$ cat config.mk
export PLATFORM = sky130hd
export DESIGN_NAME = mc_cu_flat
export DESIGN_NICKNAME = d
export VERILOG_FILES = /design/src/rtl/mc_cu_pkg.sv /design/src/rtl/mc_cu_if.sv /design/src/rtl/mc_cu_decode.sv /design/src/rtl/mc_cu.sv /design/src/flat_wrapper.sv
export SDC_FILE = /design/constraint.sdc
export NUM_CORES = 1
export LEC_CHECK = 0
export ABC_AREA = 0
export CORE_UTILIZATION = 29
export DETAILED_ROUTE_END_ITERATION = 10
export HOLD_SLACK_MARGIN = 0.1
export MAX_ROUTING_LAYER = met4
export SLEW_MARGIN = 20
export SYNTH_ARGS = -nofsm -noshare
export SYNTH_HDL_FRONTEND = slang
export SYNTH_SLANG_ARGS = --single-unit
$ cat constraint.sdc
create_clock -name clk -period 7.69 [get_ports clk]
set_clock_uncertainty 0.2 [all_clocks]
set_input_delay 1.538 -clock clk [delete_from_list [all_inputs] [get_ports clk]]
set_output_delay 1.538 -clock clk [all_outputs]
set_load 0.02 [all_outputs]
$ cat src/rtl/mc_cu_pkg.sv
// Shared constants for the multicycle control unit: state codes, opcode
// classes, writeback / PC source select codes, ALU op codes and the branch
// condition helper.
package mc_cu_pkg;

    // State encodings (5-bit, matching the debug state port)
    localparam logic [4:0] ST_IDLE     = 5'd0;
    localparam logic [4:0] ST_FETCH    = 5'd1;
    localparam logic [4:0] ST_DECODE   = 5'd2;
    localparam logic [4:0] ST_EXEC_R   = 5'd3;
    localparam logic [4:0] ST_WB       = 5'd4;
    localparam logic [4:0] ST_EXEC_I   = 5'd5;
    localparam logic [4:0] ST_LUI_WB   = 5'd6;
    localparam logic [4:0] ST_MEM_ADDR = 5'd7;
    localparam logic [4:0] ST_MEM_RD   = 5'd8;
    localparam logic [4:0] ST_LD_WB    = 5'd9;
    localparam logic [4:0] ST_MEM_WR   = 5'd10;
    localparam logic [4:0] ST_BRANCH   = 5'd11;
    localparam logic [4:0] ST_BR_UPD   = 5'd12;
    localparam logic [4:0] ST_JAL      = 5'd13;
    localparam logic [4:0] ST_ERROR    = 5'd31;

    // Opcode classes (IR[6:0])
    localparam logic [6:0] OPC_R     = 7'b0110011;
    localparam logic [6:0] OPC_I     = 7'b0010011;
    localparam logic [6:0] OPC_LUI   = 7'b0110111;
    localparam logic [6:0] OPC_LOAD  = 7'b0000011;
    localparam logic [6:0] OPC_STORE = 7'b0100011;
    localparam logic [6:0] OPC_BR    = 7'b1100011;
    localparam logic [6:0] OPC_JAL   = 7'b1101111;

    // Writeback source select
    localparam logic [1:0] WD_F   = 2'd0;
    localparam logic [1:0] WD_IMM = 2'd1;
    localparam logic [1:0] WD_MEM = 2'd2;
    localparam logic [1:0] WD_PC4 = 2'd3;

    // PC source select
    localparam logic PC_S_PC4 = 1'b0;
    localparam logic PC_S_TGT = 1'b1;

    // ALU op codes used directly by the controller
    localparam logic [3:0] ALU_OP_ADD = 4'b0000;
    localparam logic [3:0] ALU_OP_SUB = 4'b1000;

    // Branch condition: BEQ taken on zero, BNE taken on non-zero, others never
    function automatic logic br_taken(input logic [2:0] funct3, input logic zf);
        logic taken;
        case (funct3)
            3'b000:  taken = zf;
            3'b001:  taken = ~zf;
            default: taken = 1'b0;
        endcase
        return taken;
    endfunction

endpackage

$ cat src/rtl/mc_cu_if.sv
// Instruction-field / status inputs and control outputs of the control unit.
// The slave side is the control unit, the master side is its environment.
interface mc_cu_if #(
    parameter int ALU_OP_W = 4,
    parameter int ST_W     = 5
) ();
    logic [6:0]          opcode;
    logic [2:0]          funct3;
    logic                funct7_5;
    logic                ZF;
    logic                mem_ready;

    logic                PC_Write;
    logic                IR_Write;
    logic                Reg_Write;
    logic                Mem_Read;
    logic                Mem_Write;
    logic                rs2_imm_s;
    logic [1:0]          w_data_s;
    logic                pc_s;
    logic [ALU_OP_W-1:0] ALU_OP_o;
    logic                err;
    logic [ST_W-1:0]     state;

    modport slave (
        input  opcode, funct3, funct7_5, ZF, mem_ready,
        output PC_Write, IR_Write, Reg_Write, Mem_Read, Mem_Write,
               rs2_imm_s, w_data_s, pc_s, ALU_OP_o, err, state
    );

    modport master (
        output opcode, funct3, funct7_5, ZF, mem_ready,
        input  PC_Write, IR_Write, Reg_Write, Mem_Read, Mem_Write,
               rs2_imm_s, w_data_s, pc_s, ALU_OP_o, err, state
    );
endinterface

$ cat src/rtl/mc_cu_decode.sv
// Combinational opcode classification and ALU op generation.
module mc_cu_decode
    import mc_cu_pkg::*;
(
    input  logic [6:0] opcode,
    input  logic [2:0] funct3,
    input  logic       funct7_5,
    output logic       is_r,
    output logic       is_i,
    output logic       is_lui,
    output logic       is_load,
    output logic       is_store,
    output logic       is_br,
    output logic       is_jal,
    output logic       illegal,
    output logic [3:0] alu_op
);

    // Classify the opcode and form the ALU op; shifts-right in the I class
    // keep funct7_5 to distinguish SRAI from SRLI, others ignore it
    always_comb begin
        is_r     = 1'b0;
        is_i     = 1'b0;
        is_lui   = 1'b0;
        is_load  = 1'b0;
        is_store = 1'b0;
        is_br    = 1'b0;
        is_jal   = 1'b0;
        illegal  = 1'b0;
        alu_op   = ALU_OP_ADD;
        case (opcode)
            OPC_R: begin
                is_r   = 1'b1;
                alu_op = {funct7_5, funct3};
            end
            OPC_I: begin
                is_i = 1'b1;
                if (funct3 == 3'b101) begin
                    alu_op = {funct7_5, funct3};
                end else begin
                    alu_op = {1'b0, funct3};
                end
            end
            OPC_LUI:   is_lui   = 1'b1;
            OPC_LOAD:  is_load  = 1'b1;
            OPC_STORE: is_store = 1'b1;
            OPC_BR:    is_br    = 1'b1;
            OPC_JAL:   is_jal   = 1'b1;
            default:   illegal  = 1'b1;
        endcase
    end

endmodule

$ cat src/rtl/mc_cu.sv
// Multicycle control unit: R/I/LUI/LOAD/STORE/BEQ/BNE/JAL sequencing with a
// bounded memory wait and a sticky error state. All outputs are registered
// from the next state so they are stable for the whole state they belong to.
module mc_cu
    import mc_cu_pkg::*;
#(
    parameter int ALU_OP_W    = 4,
    parameter int ST_W        = 5,
    parameter int MEM_TIMEOUT = 15
) (
    input  logic    clk,
    input  logic    rst_n,
    mc_cu_if.slave  bus
);

    localparam logic [7:0] TIMEOUT_C = 8'(MEM_TIMEOUT);

    // Decoder outputs
    logic       dec_is_r_s;
    logic       dec_is_i_s;
    logic       dec_is_lui_s;
    logic       dec_is_load_s;
    logic       dec_is_store_s;
    logic       dec_is_br_s;
    logic       dec_is_jal_s;
    logic       dec_illegal_s;
    logic [3:0] dec_alu_op_s;

    // State and wait counter
    logic [4:0] st_d,  st_q;
    logic [7:0] cnt_d, cnt_q;
    logic       in_mem_s;
    logic       enter_mem_s;

    // Registered outputs
    logic                pc_write_d,  pc_write_q;
    logic                ir_write_d,  ir_write_q;
    logic                reg_write_d, reg_write_q;
    logic                mem_read_d,  mem_read_q;
    logic                mem_write_d, mem_write_q;
    logic                rs2_imm_d,   rs2_imm_q;
    logic [1:0]          w_data_d,    w_data_q;
    logic                pc_sel_d,    pc_sel_q;
    logic [ALU_OP_W-1:0] alu_op_d,    alu_op_q;
    logic                err_d,       err_q;

    mc_cu_decode u_decode (
        .opcode   (bus.opcode),
        .funct3   (bus.funct3),
        .funct7_5 (bus.funct7_5),
        .is_r     (dec_is_r_s),
        .is_i     (dec_is_i_s),
        .is_lui   (dec_is_lui_s),
        .is_load  (dec_is_load_s),
        .is_store (dec_is_store_s),
        .is_br    (dec_is_br_s),
        .is_jal   (dec_is_jal_s),
        .illegal  (dec_illegal_s),
        .alu_op   (dec_alu_op_s)
    );

    assign in_mem_s = (st_q == ST_MEM_RD) || (st_q == ST_MEM_WR);

    // Next-state selection
    always_comb begin
        st_d = st_q;
        case (st_q)
            ST_IDLE:  st_d = ST_FETCH;
            ST_FETCH: begin
                if (dec_is_lui_s) begin
                    st_d = ST_LUI_WB;
                end else if (dec_is_jal_s) begin
                    st_d = ST_JAL;
                end else begin
                    st_d = ST_DECODE;
                end
            end
            ST_DECODE: begin
                if (dec_is_r_s) begin
                    st_d = ST_EXEC_R;
                end else if (dec_is_i_s) begin
                    st_d = ST_EXEC_I;
                end else if (dec_is_load_s || dec_is_store_s) begin
                    st_d = ST_MEM_ADDR;
                end else if (dec_is_br_s) begin
                    st_d = ST_BRANCH;
                end else begin
                    // illegal opcode, or a class that never reaches DECODE
                    st_d = ST_ERROR;
                end
            end
            ST_EXEC_R: st_d = ST_WB;
            ST_EXEC_I: st_d = ST_WB;
            ST_WB:     st_d = ST_FETCH;
            ST_LUI_WB: st_d = ST_FETCH;
            ST_MEM_ADDR: begin
                if (dec_is_load_s) begin
                    st_d = ST_MEM_RD;
                end else if (dec_is_store_s) begin
                    st_d = ST_MEM_WR;
                end else begin
                    st_d = ST_ERROR;
                end
            end
            ST_MEM_RD: begin
                if (bus.mem_ready) begin
                    st_d = ST_LD_WB;
                end else if (cnt_q == TIMEOUT_C) begin
                    st_d = ST_ERROR;
                end else begin
                    st_d = ST_MEM_RD;
                end
            end
            ST_MEM_WR: begin
                if (bus.mem_ready) begin
                    st_d = ST_FETCH;
                end else if (cnt_q == TIMEOUT_C) begin
                    st_d = ST_ERROR;
                end else begin
                    st_d = ST_MEM_WR;
                end
            end
            ST_LD_WB:  st_d = ST_FETCH;
            ST_BRANCH: st_d = ST_BR_UPD;
            ST_BR_UPD: st_d = ST_FETCH;
            ST_JAL:    st_d = ST_FETCH;
            ST_ERROR:  st_d = ST_ERROR;
            default:   st_d = ST_ERROR;
        endcase
    end

    assign enter_mem_s = ((st_d == ST_MEM_RD) || (st_d == ST_MEM_WR)) && !in_mem_s;

    // Memory wait counter: cleared on entry, counts cycles without mem_ready
    always_comb begin
        if (enter_mem_s) begin
            cnt_d = 8'd0;
        end else if (in_mem_s && !bus.mem_ready) begin
            cnt_d = cnt_q + 8'd1;
        end else begin
            cnt_d = cnt_q;
        end
    end

    // Output values for the state being entered; mux selects hold by default
    always_comb begin
        pc_write_d  = 1'b0;
        ir_write_d  = 1'b0;
        reg_write_d = 1'b0;
        mem_read_d  = 1'b0;
        mem_write_d = 1'b0;
        err_d       = 1'b0;
        rs2_imm_d   = rs2_imm_q;
        w_data_d    = w_data_q;
        pc_sel_d    = pc_sel_q;
        alu_op_d    = alu_op_q;
        case (st_d)
            ST_FETCH: begin
                pc_write_d = 1'b1;
                ir_write_d = 1'b1;
                pc_sel_d   = PC_S_PC4;
            end
            ST_EXEC_R: begin
                alu_op_d  = ALU_OP_W'(dec_alu_op_s);
                rs2_imm_d = 1'b0;
            end
            ST_EXEC_I: begin
                alu_op_d  = ALU_OP_W'(dec_alu_op_s);
                rs2_imm_d = 1'b1;
            end
            ST_WB: begin
                reg_write_d = 1'b1;
                w_data_d    = WD_F;
            end
            ST_LUI_WB: begin
                reg_write_d = 1'b1;
                w_data_d    = WD_IMM;
            end
            ST_MEM_ADDR: begin
                alu_op_d  = ALU_OP_W'(ALU_OP_ADD);
                rs2_imm_d = 1'b1;
            end
            ST_MEM_RD: mem_read_d  = 1'b1;
            ST_MEM_WR: mem_write_d = 1'b1;
            ST_LD_WB: begin
                reg_write_d = 1'b1;
                w_data_d    = WD_MEM;
            end
            ST_BRANCH: begin
                alu_op_d  = ALU_OP_W'(ALU_OP_SUB);
                rs2_imm_d = 1'b0;
            end
            ST_BR_UPD: begin
                // ZF/funct3 sampled on the edge leaving BRANCH
                pc_write_d = br_taken(bus.funct3, bus.ZF);
                pc_sel_d   = PC_S_TGT;
            end
            ST_JAL: begin
                reg_write_d = 1'b1;
                w_data_d    = WD_PC4;
                pc_write_d  = 1'b1;
                pc_sel_d    = PC_S_TGT;
            end
            ST_ERROR: err_d = 1'b1;
            default: begin
                pc_write_d = 1'b0;
            end
        endcase
    end

    // State, counter and output registers; reset drops any in-flight request
    always_ff @(posedge clk or negedge rst_n) begin
        if (!rst_n) begin
            st_q        <= ST_IDLE;
            cnt_q       <= 8'd0;
            pc_write_q  <= 1'b0;
            ir_write_q  <= 1'b0;
            reg_write_q <= 1'b0;
            mem_read_q  <= 1'b0;
            mem_write_q <= 1'b0;
            rs2_imm_q   <= 1'b0;
            w_data_q    <= 2'd0;
            pc_sel_q    <= 1'b0;
            alu_op_q    <= '0;
            err_q       <= 1'b0;
        end else begin
            st_q        <= st_d;
            cnt_q       <= cnt_d;
            pc_write_q  <= pc_write_d;
            ir_write_q  <= ir_write_d;
            reg_write_q <= reg_write_d;
            mem_read_q  <= mem_read_d;
            mem_write_q <= mem_write_d;
            rs2_imm_q   <= rs2_imm_d;
            w_data_q    <= w_data_d;
            pc_sel_q    <= pc_sel_d;
            alu_op_q    <= alu_op_d;
            err_q       <= err_d;
        end
    end

    assign bus.PC_Write  = pc_write_q;
    assign bus.IR_Write  = ir_write_q;
    assign bus.Reg_Write = reg_write_q;
    assign bus.Mem_Read  = mem_read_q;
    assign bus.Mem_Write = mem_write_q;
    assign bus.rs2_imm_s = rs2_imm_q;
    assign bus.w_data_s  = w_data_q;
    assign bus.pc_s      = pc_sel_q;
    assign bus.ALU_OP_o  = alu_op_q;
    assign bus.err       = err_q;
    assign bus.state     = ST_W'(st_q);

endmodule
$ cat src/flat_wrapper.sv
// flat-port wrapper written by rule: the top's interface ports become plain ports
module mc_cu_flat import mc_cu_pkg::*;
#(
    parameter int ALU_OP_W    = 4,
    parameter int ST_W        = 5,
    parameter int MEM_TIMEOUT = 15
)
  (clk, rst_n, bus_opcode, bus_funct3, bus_funct7_5, bus_ZF, bus_mem_ready, bus_PC_Write, bus_IR_Write, bus_Reg_Write, bus_Mem_Read, bus_Mem_Write, bus_rs2_imm_s, bus_w_data_s, bus_pc_s, bus_ALU_OP_o, bus_err, bus_state);
  mc_cu_if #(.ALU_OP_W(ALU_OP_W), .ST_W(ST_W)) bus_i ();
  input  logic clk;
  input  logic rst_n;
  input wire logic [$bits(bus_i.opcode)-1:0] bus_opcode;
  input wire logic [$bits(bus_i.funct3)-1:0] bus_funct3;
  input wire logic [$bits(bus_i.funct7_5)-1:0] bus_funct7_5;
  input wire logic [$bits(bus_i.ZF)-1:0] bus_ZF;
  input wire logic [$bits(bus_i.mem_ready)-1:0] bus_mem_ready;
  output wire logic [$bits(bus_i.PC_Write)-1:0] bus_PC_Write;
  output wire logic [$bits(bus_i.IR_Write)-1:0] bus_IR_Write;
  output wire logic [$bits(bus_i.Reg_Write)-1:0] bus_Reg_Write;
  output wire logic [$bits(bus_i.Mem_Read)-1:0] bus_Mem_Read;
  output wire logic [$bits(bus_i.Mem_Write)-1:0] bus_Mem_Write;
  output wire logic [$bits(bus_i.rs2_imm_s)-1:0] bus_rs2_imm_s;
  output wire logic [$bits(bus_i.w_data_s)-1:0] bus_w_data_s;
  output wire logic [$bits(bus_i.pc_s)-1:0] bus_pc_s;
  output wire logic [$bits(bus_i.ALU_OP_o)-1:0] bus_ALU_OP_o;
  output wire logic [$bits(bus_i.err)-1:0] bus_err;
  output wire logic [$bits(bus_i.state)-1:0] bus_state;
  assign bus_i.opcode = bus_opcode;
  assign bus_i.funct3 = bus_funct3;
  assign bus_i.funct7_5 = bus_funct7_5;
  assign bus_i.ZF = bus_ZF;
  assign bus_i.mem_ready = bus_mem_ready;
  assign bus_PC_Write = bus_i.PC_Write;
  assign bus_IR_Write = bus_i.IR_Write;
  assign bus_Reg_Write = bus_i.Reg_Write;
  assign bus_Mem_Read = bus_i.Mem_Read;
  assign bus_Mem_Write = bus_i.Mem_Write;
  assign bus_rs2_imm_s = bus_i.rs2_imm_s;
  assign bus_w_data_s = bus_i.w_data_s;
  assign bus_pc_s = bus_i.pc_s;
  assign bus_ALU_OP_o = bus_i.ALU_OP_o;
  assign bus_err = bus_i.err;
  assign bus_state = bus_i.state;
  mc_cu #(.ALU_OP_W(ALU_OP_W), .ST_W(ST_W), .MEM_TIMEOUT(MEM_TIMEOUT)) u_core (.clk(clk), .rst_n(rst_n), .bus(bus_i));
endmodule
==> results_dict.tcl <==
set metrics [dict create \
    status "completed" \
    grt_max_degree 28 \
    r2r_end "u_core.bus.pc_s" \
    clock_path_buffers 2 \
    portBuffers 33 \
    startpoint_type "primary input" \
    vias_per_cell 5.136 \
    routed.top_layer "met4" \
    reg2reg_setup_slack_ns 4.75 \
    stdcell_count 273 \
    final_nets 218 \
    die_x_um 77.92 \
    critPathMaxFanout 9 \
    drc_errors 0 \
    grt_use_total 0.1394 \
    ant_nets 0 \
    finalSetupViolations 0 \
    drive_above_1_share 0.1194 \
    routed_wl_um 3805 \
    postLayoutCellArea_um2 2087 \
    worst_hold_slack_ns 0.2992 \
    ir_drop_mv 0.06627 \
    relSlewSlack 0.6030 \
    synth_area_um2 1672 \
    crit_slowest_cell "clkdlybuf4s50_1" \
    initial_core_util 0.3017 \
    yosysSeqAreaShare 0.4042 \
    io_pins 34 \
    worst_pin_slew_ns 0.5948 \
    synth_flop_cell "dfrtp_1" \
    avgSynthCellArea_um2 9.833 \
    drt_iter0_markers 56 \
    grt-ovfl-total 0 \
    ys_seq_elements 27 \
    core_area_um2 5540 \
    max_stage_delay_ns 0.58 \
    diodes 0 \
    hold_path.class "reg2reg" \
    wl_met1_um 1729 \
    period_share 0.5140 \
    insertion_delay_ns 0.27 \
    gp_congestion 0.8764 \
    cp_cell_sequence "clkdlybuf4s50_1, nand3b_1, a21oi_1, a211oi_1, nor2b_2, nand4_1, a221o_1" \
    register_area_um2 675.6 \
    power_leakage_nw 0.8583 \
    slew_violations 0 \
    cts.sinks 27 \
    grt_pass1_vias 1335 \
    num_vias 1402 \
    fmax_mhz 253.0 \
    rsz0062_at_grt "false" \
    layout_common_cells "33 x clkdlybuf4s50_1, 27 x dfrtp_1, 15 x nand2_1" \
    period_minus_slack_ns 3.953 \
    hpwl_um 2925 \
    cts_hold_buffers 0 \
    worstPathArrival_ns 3.91 \
    synth_edf_count 0 \
    endpoint "u_core.bus.pc_s" \
    cap_viol_max_count 0 \
    power.density_nw_per_um2 114.2 \
    layout_commonest_cell "clkdlybuf4s50_1" \
    synthCells 170 \
    placed_area_um2 2042 \
    cts_tree "yes" \
    ctsResizeCount 0 \
    post_cts_buffers 0 \
    hold_violations 0 \
    required_ns 7.65 \
    synth.distinct_cells 64 \
    met2_length_um 1824 \
    path_clk_slew_ns 0.09 \
    area_delta_synth_final_pct 24.85 \
    critical_path.startpoint "bus_opcode[4]" \
    dieArea_um2 6072 \
    clock-root-buffer "clkbuf_8" \
    dp.cells 269 \
    synthArstFlopShare 1.000 \
    multi_input_area_um2 900.9 \
    post_drt_wl_per_cell_um 13.94 \
    antenna_found_initial 0 \
    worstSetupPathType "in2reg" \
    fp.dieH_um 77.92 \
    first_pass_iters 4 \
    fill_cells 589 \
    rr_startpoint "u_core.bus.state[3]" \
    synth_warnings 0 \
    syn_nets 186 \
    rr_worst_depth 6 \
    fp-row-count 27 \
    cp-end-kind "flop" \
    cts.htree.levels 1 \
    cts_made_buffers 3 \
    grt_pass1_wl_um 6437 \
    setup_tns_ns 0 \
    dr_wl_met3_um 214 \
]
==> layout make-up <==
class / count / area share
tap: 72 / 0.04317
multi-input combinational: 126 / 0.4317
timing repair buffer: 34 / 0.1619
sequential: 27 / 0.3237
clock buffer: 4 / 0.02158
inverter: 10 / 0.01799
==> sequential cells by signal, indices dropped and copies added (netlist names) <==
| signal | flops |
|---|---|
| u_core.cnt_q | 8 |
| u_core.bus.state | 5 |
| u_core.bus.ALU_OP_o | 4 |
| u_core.bus.w_data_s | 2 |
| u_core.bus.IR_Write | 1 |
| u_core.bus.Mem_Read | 1 |
| u_core.bus.Mem_Write | 1 |
| u_core.bus.PC_Write | 1 |
| u_core.bus.Reg_Write | 1 |
| u_core.bus.err | 1 |
| u_core.bus.pc_s | 1 |
| u_core.bus.rs2_imm_s | 1 |
==> through the flow <==
step	setup slack (ns)	utilization	power, mW
floorplan	4.349	-	0.1492
global placement	3.547	0.3686	0.1626
detailed placement	3.466	0.3686	0.1626
CTS	3.750	0.3767	0.2439
global route	3.543	0.3767	0.2509
finish	3.737	0.3767	0.2384
==> worst max-delay path, delay by kind of cell <==
family | cells | cell delay [ns]
buffers and inverters | 1 | 0.58
AND/OR/NAND/NOR | 3 | 0.92
AO/OA/AOI/OAI | 3 | 0.87
==> cells in the mapped netlist, types with 2 or more instances <==
library cell | instances | area share
dfrtp_1 | 27 | 0.40
nand2_1 | 15 | 0.034
nor2_1 | 14 | 0.031
inv_1 | 9 | 0.020
xor2_1 | 7 | 0.037
a21oi_1 | 6 | 0.018
and3_1 | 5 | 0.019
or2_2 | 5 | 0.019
nand3_1 | 4 | 0.012
nand4_1 | 4 | 0.015
o21ai_0 | 4 | 0.012
a211oi_1 | 3 | 0.013
a31oi_1 | 3 | 0.011
and2_1 | 3 | 0.011
buf_6 | 3 | 0.020
mux2i_1 | 3 | 0.018
a31o_1 | 2 | 0.010
buf_4 | 2 | 0.0090
nand2b_1 | 2 | 0.0075
nor4b_1 | 2 | 0.010
o211ai_1 | 2 | 0.0090
or3b_2 | 2 | 0.010
xnor2_1 | 2 | 0.010
==> per-layer routing <==
metal	GRT usage	vias to the layer above
met1	0.1766	675
met2	0.2221	40
met5	-	-
met3	0.03176	4
met4	0.04074	0
li1	-	683
==> power by group <==
group,total [mW],internal [mW],switching [mW]
Combinational,0.0170,0.00894,0.00801
Sequential,0.142,0.142,0.000304
Clock,0.0790,0.0371,0.0419
Total,0.238,0.188,0.0502
==> how the worst min path moves through the flow <==
stage,endpoint,startpoint,depth (start not counted)
floorplan,u_core.cnt_q[7],u_core.cnt_q[7],2
global placement,u_core.bus.w_data_s[1],u_core.bus.w_data_s[1],1
detailed placement,u_core.bus.w_data_s[1],u_core.bus.w_data_s[1],1
CTS,u_core.bus.w_data_s[1],u_core.bus.w_data_s[1],1
global route,u_core.bus.w_data_s[1],u_core.bus.w_data_s[1],1
finish,u_core.bus.w_data_s[1],u_core.bus.w_data_s[1],1
==> cells by family after synthesis <==
kind of cell,Yosys count,synth area share
flops,27,0.4042
buf+inv,17,0.05687
mux,3,0.01796
simple gates,76,0.2859
compound gates,36,0.1744
xor+xnor,9,0.04716
fa+ha+maj,2,0.01347
(Power assumes the default switching activity.)
